[src/rtl/digit_overlay_gen.sv]
// Numeric overlay: renders DIGITS BCD glyphs from a bitmap ROM over a background colour.
// Optional leading-zero blanking is enabled by defining DIGIT_OVERLAY_LZB_EN.
module digit_overlay_gen #(
    parameter int         DIGITS     = 8,
    parameter int         GLYPH_W    = 32,
    parameter int         GLYPH_H    = 32,
    parameter int         ROM_STRIDE = 320,
    parameter int         ADDR_W     = 14,
    parameter int         ORG_X      = 0,
    parameter int         ORG_Y      = 0,
    parameter int         ROM_LAT    = 1,
    parameter logic [11:0] BG_RGB    = 12'hFFF
) (
    input  logic                  char_clock,
    input  logic                  reset_n,
    input  logic [11:0]           char_count,
    input  logic [11:0]           line_count,
    input  logic                  blank,
    input  logic [4*DIGITS-1:0]   bcd_cnt,
    input  logic [23:0]           bmp_data,
    output logic [ADDR_W-1:0]     bmp_adress,
    output logic [3:0]            red_out,
    output logic [3:0]            green_out,
    output logic [3:0]            blue_out
);
    localparam int GW_BITS = $clog2(GLYPH_W);
    localparam int K_BITS  = (DIGITS > 1) ? $clog2(DIGITS) : 1;
    localparam int CALC_W  = ADDR_W + 2;

    logic [4*DIGITS-1:0] snap;
    logic [ROM_LAT:0]    win_pipe, vis_pipe, act_pipe;
    logic [11:0]         rel_x, rel_y;
    logic [K_BITS-1:0]   k;
    logic [3:0]          nib;
    logic                in_win, lead_ok, vis;
    logic [ADDR_W-1:0]   addr_next;
    logic                bmp_unused;
    int                  cx, cy;

    assign bmp_unused = ^{bmp_data[19:16], bmp_data[11:8], bmp_data[3:0]};

    always_comb begin
        cx     = int'(char_count);
        cy     = int'(line_count);
        in_win = (cx >= ORG_X) && (cx < ORG_X + DIGITS * GLYPH_W) &&
                 (cy >= ORG_Y) && (cy < ORG_Y + GLYPH_H);
        rel_x  = char_count - 12'(ORG_X);
        rel_y  = line_count - 12'(ORG_Y);
        k      = K_BITS'(rel_x >> GW_BITS);
    end

`ifdef DIGIT_OVERLAY_LZB_EN
    // sig[i]: some nibble at or left of digit i is non-zero; the last digit always shows.
    logic [DIGITS-1:0] sig;
    logic              seen;
    always_comb begin
        sig  = '0;
        seen = 1'b0;
        for (int i = 0; i < DIGITS; i++) begin
            seen   = seen | (snap[4*(DIGITS-1-i) +: 4] != 4'd0) | (i == DIGITS - 1);
            sig[i] = seen;
        end
    end
`endif

    always_comb begin
        nib     = '0;
        lead_ok = 1'b1;
        for (int i = 0; i < DIGITS; i++) begin
            if (k == K_BITS'(i)) begin
                nib = snap[4*(DIGITS-1-i) +: 4];
`ifdef DIGIT_OVERLAY_LZB_EN
                lead_ok = sig[i];
`endif
            end
        end
        vis       = (nib <= 4'd9) && lead_ok;
        addr_next = ADDR_W'(CALC_W'(rel_y) * CALC_W'(ROM_STRIDE) +
                            CALC_W'(nib) * CALC_W'(GLYPH_W) +
                            CALC_W'(rel_x[GW_BITS-1:0]));
    end

    // Flags are delayed so they meet bmp_data, which trails the address by ROM_LAT clocks.
    always_ff @(posedge char_clock) begin
        if (!reset_n) begin
            snap       <= '0;
            bmp_adress <= '0;
            win_pipe   <= '0;
            vis_pipe   <= '0;
            act_pipe   <= '0;
            red_out    <= '0;
            green_out  <= '0;
            blue_out   <= '0;
        end else begin
            if (char_count == 12'd0 && line_count == 12'd0)
                snap <= bcd_cnt;
            bmp_adress <= in_win ? addr_next : '0;
            win_pipe   <= {win_pipe[ROM_LAT-1:0], in_win};
            vis_pipe   <= {vis_pipe[ROM_LAT-1:0], vis};
            act_pipe   <= {act_pipe[ROM_LAT-1:0], blank};
            if (!act_pipe[ROM_LAT]) begin
                {red_out, green_out, blue_out} <= 12'h000;
            end else if (win_pipe[ROM_LAT] && vis_pipe[ROM_LAT]) begin
                {red_out, green_out, blue_out} <= {bmp_data[7:4], bmp_data[15:12], bmp_data[23:20]};
            end else begin
                {red_out, green_out, blue_out} <= BG_RGB;
            end
        end
    end
endmodule

[config.mk]
export PLATFORM = sky130hd
export DESIGN_NAME = digit_overlay_gen
export DESIGN_NICKNAME = d
export VERILOG_FILES = /design/src/rtl/digit_overlay_gen.sv
export SDC_FILE = /design/constraint.sdc
export NUM_CORES = 1
export LEC_CHECK = 0
export CAP_MARGIN = 20
export CORE_MARGIN = 2
export CORE_UTILIZATION = 65
export CTS_BUF_LIST = sky130_fd_sc_hd__clkbuf_2 sky130_fd_sc_hd__clkbuf_4 sky130_fd_sc_hd__clkbuf_8
export CTS_CLUSTER_SIZE = 24
export DETAILED_ROUTE_END_ITERATION = 6
export DONT_BUFFER_PORTS = 1
export PLACE_DENSITY_LB_ADDON = 0.12
export SLEW_MARGIN = 20
export SYNTH_ARGS = -nofsm -noshare
export SYNTH_HDL_FRONTEND = slang
export SYNTH_SLANG_ARGS = --single-unit
export TNS_END_PERCENT = 20
[constraint.sdc]
create_clock -name char_clock -period 2.4 [get_ports char_clock]
set_clock_uncertainty 0.1 [all_clocks]
set_input_delay 0.24 -clock char_clock [delete_from_list [all_inputs] [get_ports char_clock]]
set_output_delay 0.24 -clock char_clock [all_outputs]
set_load 0.03 [all_outputs]
After elaboration in Yosys (flattened, before gate mapping)
Index checks and enable logic that the tools add are counted.
Storage, ports and cells
  register bits after elaboration: 64
Cells by class
  $add $sub $neg: 2
  $mul: 1
  $lt $le $gt $ge: 3
  eq/ne operators: 7
  muxes and demuxes: 11
  reductions and logical operators: 8
Operators with widths (count)
  2-to-1 mux 4 bit: 11
  logical NOT 12 bit: 2
  adder 14 x 5 -> 14 bit: 1
  adder 14 x 9 -> 14 bit: 1
  equality test 3 bit (second input constant): 4
  less-than comparator 12 x 6 -> 1 bit (second input constant): 1
  less-than comparator 12 x 9 -> 1 bit (second input constant): 1
  multiplier 12 x 3 -> 8 bit (second input constant): 1
  equality test 3 x 2 -> 1 bit (second input constant): 2
  <= comparator 4 bit (second input constant): 1
  AND reduction 2 bit: 2
  equality test 3 x 1 -> 1 bit (second input constant): 1
  logical AND 1 bit: 3
  logical NOT 3 bit: 1

Depth between registers and ports, before layout
Gate-level depths: netlist (run 1).
  depth after elaboration: 11
  gate-level depth with buffers: 12
  mapped depth without buffers: 11

Worst setup path after synthesis (run 1)
OpenSTA, ideal clock, no wires.
  path type: input -> register
  start: input char_count[6]
  end: register bmp_adress[13]
  library setup time: 0.123 ns
  arrival time: 1.919 ns
  slack: 0.258 ns
  cell stages on the path: 12
  buffers on the path: 1
  cell sequence: buf_2 -> mux2i_1 -> o21ai_0 -> a21oi_1 -> a21o_1 -> inv_1 -> ha_1 -> a21o_1 -> a21oi_1 -> nor4_1 -> xnor3_1 -> nor2_1
On the way
  word-level cells in the longest chain between the ends: 11
  elaborated cells between the ends (all ways): 21
  those cells by class: add/sub: 2; order compare: 1; eq/ne: 7; mux: 8; reduce/logical: 3
RTL lines
  start, declared: RTL line 16  | input logic [11:0] char_count,
  logical NOT 3 bit: RTL line 70  | if (k == K_BITS'(i)) begin
  2-to-1 mux 4 bit (8 in series): RTL line 70
  adder 14 x 9 -> 14 bit: RTL line 78  | addr_next = ADDR_W'(CALC_W'(rel_y) * CALC_W'(ROM_STRIDE) +
  adder 14 x 5 -> 14 bit: RTL line 79  | CALC_W'(nib) * CALC_W'(GLYPH_W) +
  end signal, assigned: RTL line 97  | bmp_adress <= in_win ? addr_next : '0;
  end, declared: RTL line 21  | output logic [ADDR_W-1:0] bmp_adress,
Parallel ways exist; a longest one is shown, timed or not.
A chain may end at the register's enable or synchronous reset.

Worst setup path after layout (run 1)
  start: register snap[3]
  end: register bmp_adress[13]
On the way
  word-level cells in the longest chain between the ends: 3
RTL lines
  start, declared: RTL line 30  | logic [4*DIGITS-1:0] snap;
  start signal, assigned: RTL line 96  | snap <= bcd_cnt;
  2-to-1 mux 4 bit: RTL line 70
  adder 14 x 9 -> 14 bit: RTL line 78
  adder 14 x 5 -> 14 bit: RTL line 79
No other way between the ends.

==> results.ini, run 1 <==
[route]
via_count=2070
drc=0
drt-pass1-iter-count=4
via_per_inst=5.67
drt_iter0_markers=87
wl_per_cell_um=17.5
ant_nets=0
routed_wirelength_mm=6.39

[grt]
grt-ovfl-total=0
track_usage_pct=27.5
antenna_found_initial=0
grt_pass1_wl_mm=10.3
grt_max_degree=35
grt_pass1_vias=2145

[clocking]
clock_sinks=64
cts_tree=built
clockRootBuffer=clkbuf_8
clk_pin_slew_ns=0.07
cts_max_level=3
clkLatencyLatePin_ns=0.32
numCtsBuffers=9
clk_path_buf_depth=2
cts_setup_buffers=0

[placement]
placed_cells=298
gp_congestion=0.813
dp_slack_ns=0.0796
io_buffers=0
post-dp-hpwl_mm=3.60

[timing]
relSlewSlack_pct=72.4
fmax_mhz=427
hold_violations=0
setup_violations=0
setup_ws_ns=0.0583
finalCritPeriodShare_pct=97.6
tightest_slew_ns=0.413
min_period_ns=2.34
rsz0062_at_grt=yes
drv_slew=0

[critical_path]
timing.rr.end=bmp_adress[13]
startpoint_type=register
cp-startpoint=snap[3]
crit_type=reg2reg
end_kind=register
crit_path_max_fanout=3
crit_slowest_cell=mux4_2
r2r_slack_ns=0.06
worstPathBufferInverterCount=0
cp.depth=7
r2r_cells=7
max_stage_delay_ns=0.47
path_cells=mux4_2, mux2_2, ha_1, a21oi_2, nor4_1, xnor3_1, nor2_1
arrival_ns=2.50
r2r-start=snap[3]
critical_path_required_ns=2.56
crit_end=bmp_adress[13]
cpLargestDelayFamily=multiplexers

[yosys]
syn_inst=258
ys_ff_latch=64
syn_area_per_cell_um2=10.9
synth_cell_types=36
yosysWarnings=0
synth_fp_nets=355
synth_edf_count=0
netlist_area_mm2=0.00281
synth-main-ff-cell=dfxtp_1
yosysSeqAreaShare_pct=45.7
async_reset_ff_share_pct=0

[layout]
drive_gt1_share_pct=10.2
instances_no_fill=365
layout_commonest_cell=dfxtp_1
final_cell_mix=64 x dfxtp_1, 51 x dlygate4sd3_1, 44 x nor2_1
diodes=0
area_growth_pct=24.1
num-nets-final=407

[floorplan]
die_w_um=69.7
start_util_pct=68.6
coreArea_mm2=0.00409
die_area_mm2=0.00486
placementRows=23
die_h_um=69.7
ios=109

[status]
outcome=finished clean

[job]
cap_violations=0

[power]
peakVddDrop_uv=398
total_leakage_power_uw=0.00138
powerDensity_mw_per_mm2=634

[worst_hold_path]
hold_class=in2reg

[how the worst min path moves through the flow]
stage                       start             to  slack [ns]  depth (start not counted)
floorplan            bmp_data[23]    blue_out[3]        0.26                          1
global placement      bmp_data[5]     red_out[1]        0.26                          1
detailed placement        reset_n    act_pipe[0]        0.27                          1
CTS                 char_count[7]  bmp_adress[5]       0.009                          2
global route        char_count[7]  bmp_adress[5]        0.04                          2
finish              char_count[7]  bmp_adress[5]        0.02                          2
[Yosys cell counts, types with 4 or more instances]
cell,n,area [um2]
o21a_1,12,90.1
and3_1,8,50.1
nor2_1,44,165
xnor2_1,5,43.8
a21oi_1,7,35.0
mux2i_1,35,350
dfxtp_1,64,1280
and2_1,5,31.3
nor3_1,4,20.0
clkbuf_1,5,18.8
a21o_1,4,30.0
nor4_1,4,25.0
mux4_2,6,135
ha_1,12,150
inv_1,9,33.8
[logic make-up (layout without fill, tap and decap cells)]
| family | count (synthesis) | after routing | share of synthesized area [%] |
|---|---|---|---|
| AO/OA/AOI/OAI | 26 | 26 | 6.24 |
| XOR/XNOR | 8 | 8 | 2.99 |
| adder cells (fa/ha/maj) | 14 | 14 | 6.78 |
| buffers and inverters | 24 | 81 | 6.38 |
| flip-flops | 64 | 64 | 45.7 |
| multiplexers | 43 | 43 | 18.1 |
| AND/OR/NAND/NOR | 79 | 79 | 13.8 |
[power breakdown]
group          leakage, uW  internal (uW)  switching [uW]
Clock             0.000101            526             391
Combinational     0.000764            126            79.5
Sequential        0.000517           1070            13.8
[flip-flops by register name (all words and copies together), names as in the netlist]
register and flops:
green_out 4, snap 32, act_pipe 2, win_pipe 2, bmp_adress 14, red_out 4
blue_out 4, vis_pipe 2
[worst reg2reg max path, stage by stage, from the launching register on]
cell and delay, ns:
dfxtp_1 0.32, mux4_2 0.47, mux2_2 0.30, ha_1 0.33
a21oi_2 0.08, nor4_1 0.32, xnor3_1 0.27, nor2_1 0.09
[stage by stage]
stage                     util (%)  cell area, um2  hold slack, ns  total power (uW)  setup TNS [ns]
after floorplan                  -            2810           0.264              1230               0
after global placement        67.8            2770           0.264              1230               0
after detailed placement      67.8            2770           0.268              1240               0
after CTS                     85.1            3480         0.00854              2200               0
after global routing          85.2            3480          0.0351              2280        -0.00722
final                         85.2            3480          0.0238              2210               0
[final cells by class]
type | count | area [um2]
Tap cell | 50 | 62.6
Multi-Input combinational cell | 170 | 1350
Sequential cell | 64 | 1280
Clock buffer | 13 | 154
Clock inverter | 3 | 42.5
Fill cell | 222 | 606
Inverter | 10 | 37.5
Timing Repair Buffer | 55 | 553
[layer usage]
layer / part of all wire (%) / vias up / GRT usage, %
met5: 0 / - / 0
met4: 2.1 / 0 / 11.1
met1: 39 / 991 / 29.9
li1: - / 991 / -
met2: 54 / 75 / 50.3
met3: 5.5 / 13 / 7.27
[repair_timing]
| action | CTS | global route |
|---|---|---|
| hold endpoints to repair | 54 | 0 |
| endpoints found under the setup margin | 0 | 3 |
| gates resized for setup | 0 | 2 |
| hold buffers | 51 | 0 |
Power figures use the tool's default switching activity.
==> run 2: changes to the inputs <==
Settings changed: RECOVER_POWER from default to 25.
==> run 2 against run 1 <==
Net effect: cell count unchanged; first-iteration DRC count unchanged; setup slack worse by 0.0021 ns; combinational power about the same; non-clock buffer count unchanged; flip-flop and latch count unchanged; sequential power about the same; critical path depth unchanged; register-to-register slack about the same; clock-buffer cell count unchanged; die area unchanged; critical path type unchanged; critical endpoint unchanged; largest power group unchanged.
==> results.ini, run 2 (synthesized netlist as in run 1, its figures left out) <==
[status]
outcome=finished clean  ; unchanged

[layout]
largestRegisters=snap (32), bmp_adress (14)  ; unchanged
largest_reg_flops=32  ; unchanged
drive_gt1_share_pct=10.2  ; unchanged
final_cell_mix=64 x dfxtp_1, 51 x dlygate4sd3_1, 44 x nor2_1  ; unchanged
final_area_mm2=0.00348  ; unchanged
fin_util_pct=85.2  ; unchanged
max_flop_register=snap  ; unchanged
num-nets-final=407  ; unchanged
area_growth_pct=24.1  ; unchanged
diodes=0  ; unchanged
layout_commonest_cell=dfxtp_1  ; unchanged

[grt]
antenna_found_initial=0  ; unchanged
grt_max_degree=35  ; unchanged
grt-ovfl-total=0  ; unchanged
grt_pass1_wl_mm=10.3  ; unchanged
track_usage_pct=27.5  ; unchanged
grt_pass1_vias=2145  ; unchanged

[route]
drt_iter0_markers=87  ; unchanged
drt-pass1-iter-count=4  ; unchanged
via_count=2076  ; was 2,070
ant_nets=0  ; unchanged
drc=0  ; unchanged
wl_per_cell_um=17.5  ; about the same
routed_wirelength_mm=6.40  ; was 6.39 mm
via_per_inst=5.69  ; was 5.67

[floorplan]
die_w_um=69.7  ; unchanged
ios=109  ; unchanged
placementRows=23  ; unchanged
coreArea_mm2=0.00409  ; unchanged
die_h_um=69.7  ; unchanged
start_util_pct=68.6  ; unchanged
die_area_mm2=0.00486  ; unchanged

[critical_path]
r2r-start=snap[3]  ; unchanged
crit_path_max_fanout=3  ; unchanged
cpLargestDelayFamily=multiplexers  ; unchanged
cp-startpoint=snap[3]  ; unchanged
r2r_slack_ns=0.06  ; about the same
end_kind=register  ; unchanged
path_cells=mux4_2, mux2_2, ha_1, a21oi_2, nor4_1, xnor3_1, nor2_1  ; unchanged
crit_type=reg2reg  ; unchanged
timing.rr.end=bmp_adress[13]  ; unchanged
r2r_cells=7  ; unchanged
arrival_ns=2.50  ; about the same
critical_path_required_ns=2.56  ; about the same
max_stage_delay_ns=0.47  ; about the same
startpoint_type=register  ; unchanged
crit_slowest_cell=mux4_2  ; unchanged
worstPathBufferInverterCount=0  ; unchanged

[timing]
min_period_ns=2.34  ; about the same
fmax_mhz=427  ; about the same
tns_ns=0  ; unchanged
relSlewSlack_pct=60.8  ; was 72.4%
finalCritPeriodShare_pct=97.7  ; was 97.6%
rsz0062_at_grt=yes  ; unchanged
setup_violations=0  ; unchanged
setup_ws_ns=0.0562  ; was 0.0583 ns
hold_violations=0  ; unchanged
tightest_slew_ns=0.588  ; was 0.413 ns
drv_slew=0  ; unchanged

[clocking]
clk_path_buf_depth=2  ; unchanged
cts_tree=built  ; unchanged
clockRootBuffer=clkbuf_8  ; unchanged
cts_setup_buffers=0  ; unchanged
cts_max_level=3  ; unchanged
clk_pin_slew_ns=0.07  ; about the same
clkLatencyLatePin_ns=0.33  ; was 0.32 ns
clock_sinks=64  ; unchanged
numCtsBuffers=9  ; unchanged

[worst_hold_path]
whs_path_depth=2  ; unchanged
min-delay-start=char_count[7]  ; unchanged
hold_class=in2reg  ; unchanged
hold-path-endpoint=bmp_adress[5]  ; unchanged

[placement]
io_buffers=0  ; unchanged
dp_slack_ns=0.0796  ; unchanged
post-dp-hpwl_mm=3.60  ; unchanged
place_area_mm2=0.00277  ; unchanged
gp_congestion=0.813  ; unchanged

[job]
cap_violations=0  ; unchanged

[power]
finalPower_uw=2210  ; about the same
powerDensity_mw_per_mm2=634  ; about the same
peakVddDrop_uv=398  ; about the same
total_leakage_power_uw=0.00138  ; about the same

-- run 2: cell counts in the layout (fill, tap and decap cells not counted) --
Identical to the previous run, type by type.
-- run 2: worst max-delay path by stage --
| stage | endpoint | slack (ns) | cells after the start |
|---|---|---|---|
| 2_1_floorplan | bmp_adress[13] | 0.26 | 12 |
| 3_3_place_gp | bmp_adress[13] | 0.09 | 7 |
| 3_5_place_dp | bmp_adress[13] | 0.08 | 9 |
| 4_1_cts | bmp_adress[13] | 0.07 | 7 |
| 5_1_grt | bmp_adress[13] | -0.007 | 7 |
| 6_report | bmp_adress[13] | 0.06 | 7 |
-- run 2: layout make-up --
type	instances	area (um2)
fillers	222	606
repair buffers	55	553
flip-flops and latches	64	1280
inverters	10	37.5
clock buffers	13	154
multi-input cells	170	1350
clock inverters	3	42.5
well taps	50	62.6
-- run 2: power breakdown --
group          total [uW]  switching, uW  internal [uW]
clock network         919            393            525
registers            1080           13.8           1070
logic                 205           79.4            126
-- run 2: through the flow --
step / hold slack, ns / cells
floorplan: 0.264 / 258
global placement: 0.264 / 298
detailed placement: 0.268 / 298
CTS: 0.00854 / 365
global route: 0.0351 / 365
finish: 0.0198 / 365
-- run 2: repair_timing --
item                       CTS  global route
hold endpoints to repair    54             0
resized for setup            0             2
hold buffers                51             0
setup endpoints to repair    0             3
-- run 2: routing by layer --
layer | track usage, % | up-vias | part of all wire [%] | wire length, um
met5 | 0 | - | 0 | 0
met4 | 11.1 | 0 | 2.4 | 155
li1 | - | 991 | - | -
met2 | 50.3 | 80 | 53 | 3410
met1 | 29.9 | 991 | 39 | 2470
met3 | 7.27 | 14 | 5.8 | 371
==> run 3: changes to the inputs <==
Settings changed: MAX_ROUTING_LAYER from default to met4.
==> run 3 against run 2 <==
Net effect: register-to-register slack hardly changed; critical path depth is the same; global-route usage grew 0.88 points; die area unchanged; highest routed layer unchanged.
==> results.ini, run 3 (synthesized netlist as in run 1, its figures left out) <==
[power]
total_leakage_power_uw=0.00138  ; unchanged
finalPower_uw=2200  ; was 2210 uW
powerDensity_mw_per_mm2=633  ; was 634 mW/mm2
peakVddDrop_uv=395  ; was 398 uV

[layout]
seq_area_mm2=0.00128  ; unchanged
largest_reg_flops=32  ; unchanged
multiInputGateArea_mm2=0.00135  ; unchanged
n_fill_cell=222  ; unchanged
instances_no_fill=365  ; unchanged
fin_util_pct=85.2  ; unchanged
area_growth_pct=24.1  ; unchanged
largestRegisters=snap (32), bmp_adress (14)  ; unchanged
num-nets-final=407  ; unchanged
final_cell_mix=64 x dfxtp_1, 51 x dlygate4sd3_1, 44 x nor2_1  ; unchanged
max_flop_register=snap  ; unchanged
layout_commonest_cell=dfxtp_1  ; unchanged
diodes=0  ; unchanged
drive_gt1_share_pct=10.2  ; unchanged

[critical_path]
max_stage_delay_ns=0.47  ; about the same
r2r_cells=7  ; unchanged
crit_end=bmp_adress[13]  ; unchanged
path_cells=mux4_2, mux2_2, ha_1, a21oi_2, nor4_1, xnor3_1, nor2_1  ; unchanged
arrival_ns=2.50  ; about the same
end_kind=register  ; unchanged
critical_path_required_ns=2.56  ; about the same
cp-startpoint=snap[3]  ; unchanged
cp.depth=7  ; unchanged
cpLargestDelayFamily=multiplexers  ; unchanged
r2r_slack_ns=0.06  ; about the same
worstPathBufferInverterCount=0  ; unchanged
crit_slowest_cell=mux4_2  ; unchanged
r2r-start=snap[3]  ; unchanged
crit_type=reg2reg  ; unchanged
timing.rr.end=bmp_adress[13]  ; unchanged
crit_path_max_fanout=3  ; unchanged
startpoint_type=register  ; unchanged

[timing]
worst_hold_slack_ns=0.0187  ; was 0.0198 ns
fmax_mhz=427  ; about the same
drv_slew=0  ; unchanged
rsz0062_at_grt=yes  ; unchanged
setup_violations=0  ; unchanged
min_period_ns=2.34  ; about the same
tightest_slew_ns=0.587  ; was 0.588 ns
hold_violations=0  ; unchanged
finalCritPeriodShare_pct=97.5  ; was 97.7%
relSlewSlack_pct=60.8  ; about the same

[route]
via_per_inst=5.64  ; was 5.69
wl_per_cell_um=17.4  ; was 17.5 um
routed_wirelength_mm=6.37  ; was 6.40 mm
drc=0  ; unchanged
via_count=2057  ; was 2,076
drt-pass1-iter-count=4  ; unchanged
ant_nets=0  ; unchanged
drt_iter0_markers=82  ; was 87

[clocking]
clkLatencyLatePin_ns=0.33  ; about the same
cts_max_level=3  ; unchanged
cts_tree=built  ; unchanged
clk_path_buf_depth=2  ; unchanged
clock_sinks=64  ; unchanged
numCtsBuffers=9  ; unchanged
clk_pin_slew_ns=0.07  ; about the same
clockRootBuffer=clkbuf_8  ; unchanged

[grt]
grt_pass1_vias=2140  ; was 2,145
grt_max_degree=35  ; unchanged
grt_pass1_wl_mm=10.4  ; was 10.3 mm
track_usage_pct=28.3  ; was 27.5%
grt-ovfl-total=0  ; unchanged
antenna_found_initial=0  ; unchanged

[floorplan]
coreArea_mm2=0.00409  ; unchanged
ios=109  ; unchanged
die_h_um=69.7  ; unchanged
placementRows=23  ; unchanged
die_w_um=69.7  ; unchanged
die_area_mm2=0.00486  ; unchanged
start_util_pct=68.6  ; unchanged

[placement]
gp_congestion=0.825  ; was 0.813
post-dp-hpwl_mm=3.60  ; unchanged
placed_cells=298  ; unchanged
io_buffers=0  ; unchanged

[worst_hold_path]
hold_class=in2reg  ; unchanged
whs_path_depth=2  ; unchanged

[status]
outcome=finished clean  ; unchanged

[job]
cap_violations=0  ; unchanged

run 3: cell counts in the layout (fill, tap and decap cells not counted):
No cell type changed its count.
run 3: layer usage:
layer  vias to the layer above  share of wire (%)  global-route usage, %
li1                        990                  -                      -
met1                       977                 39                   30.8
met2                        76                 53                   50.1
met3                        14                4.9                   6.54
met4                         0                2.4                   11.1
met5                         -                  0                      -
run 3: worst min path at each step:
stage | startpoint | to
2_1_floorplan | bmp_data[23] | blue_out[3]
3_3_place_gp | bmp_data[5] | red_out[1]
3_5_place_dp | reset_n | act_pipe[0]
4_1_cts | char_count[7] | bmp_adress[5]
5_1_grt | char_count[7] | bmp_adress[5]
6_report | char_count[7] | bmp_adress[5]
run 3: timing repair:
action / in CTS / in global routing
setup endpoints to repair: 0 / 3
hold buffers: 51 / 0
gates resized for setup: 0 / 2
setup buffers: 0 / 0
hold endpoints to repair: 54 / 0
run 3: area by class of cell:
cell class / count / area share [%]
multi-input combinational: 170 / 38.8
clock buffer: 13 / 4.42
tap: 50 / 1.80
inverter: 10 / 1.08
sequential: 64 / 36.8
clock inverter: 3 / 1.22
timing repair buffer: 55 / 15.9
run 3: through the flow:
step	setup slack (ns)	setup TNS, ns	cell area (um2)
floorplan	0.258	0	2810
global route	-0.00731	-0.00731	3480
finish	0.0607	0	3480
detailed placement	0.0796	0	2770
CTS	0.0697	0	3480
global placement	0.0875	0	2770
run 3: power breakdown:
| part | switching, uW | total, uW | internal (uW) |
|---|---|---|---|
| registers | 13.8 | 1080 | 1070 |
| clock network | 389 | 914 | 525 |
| logic | 79.4 | 205 | 126 |
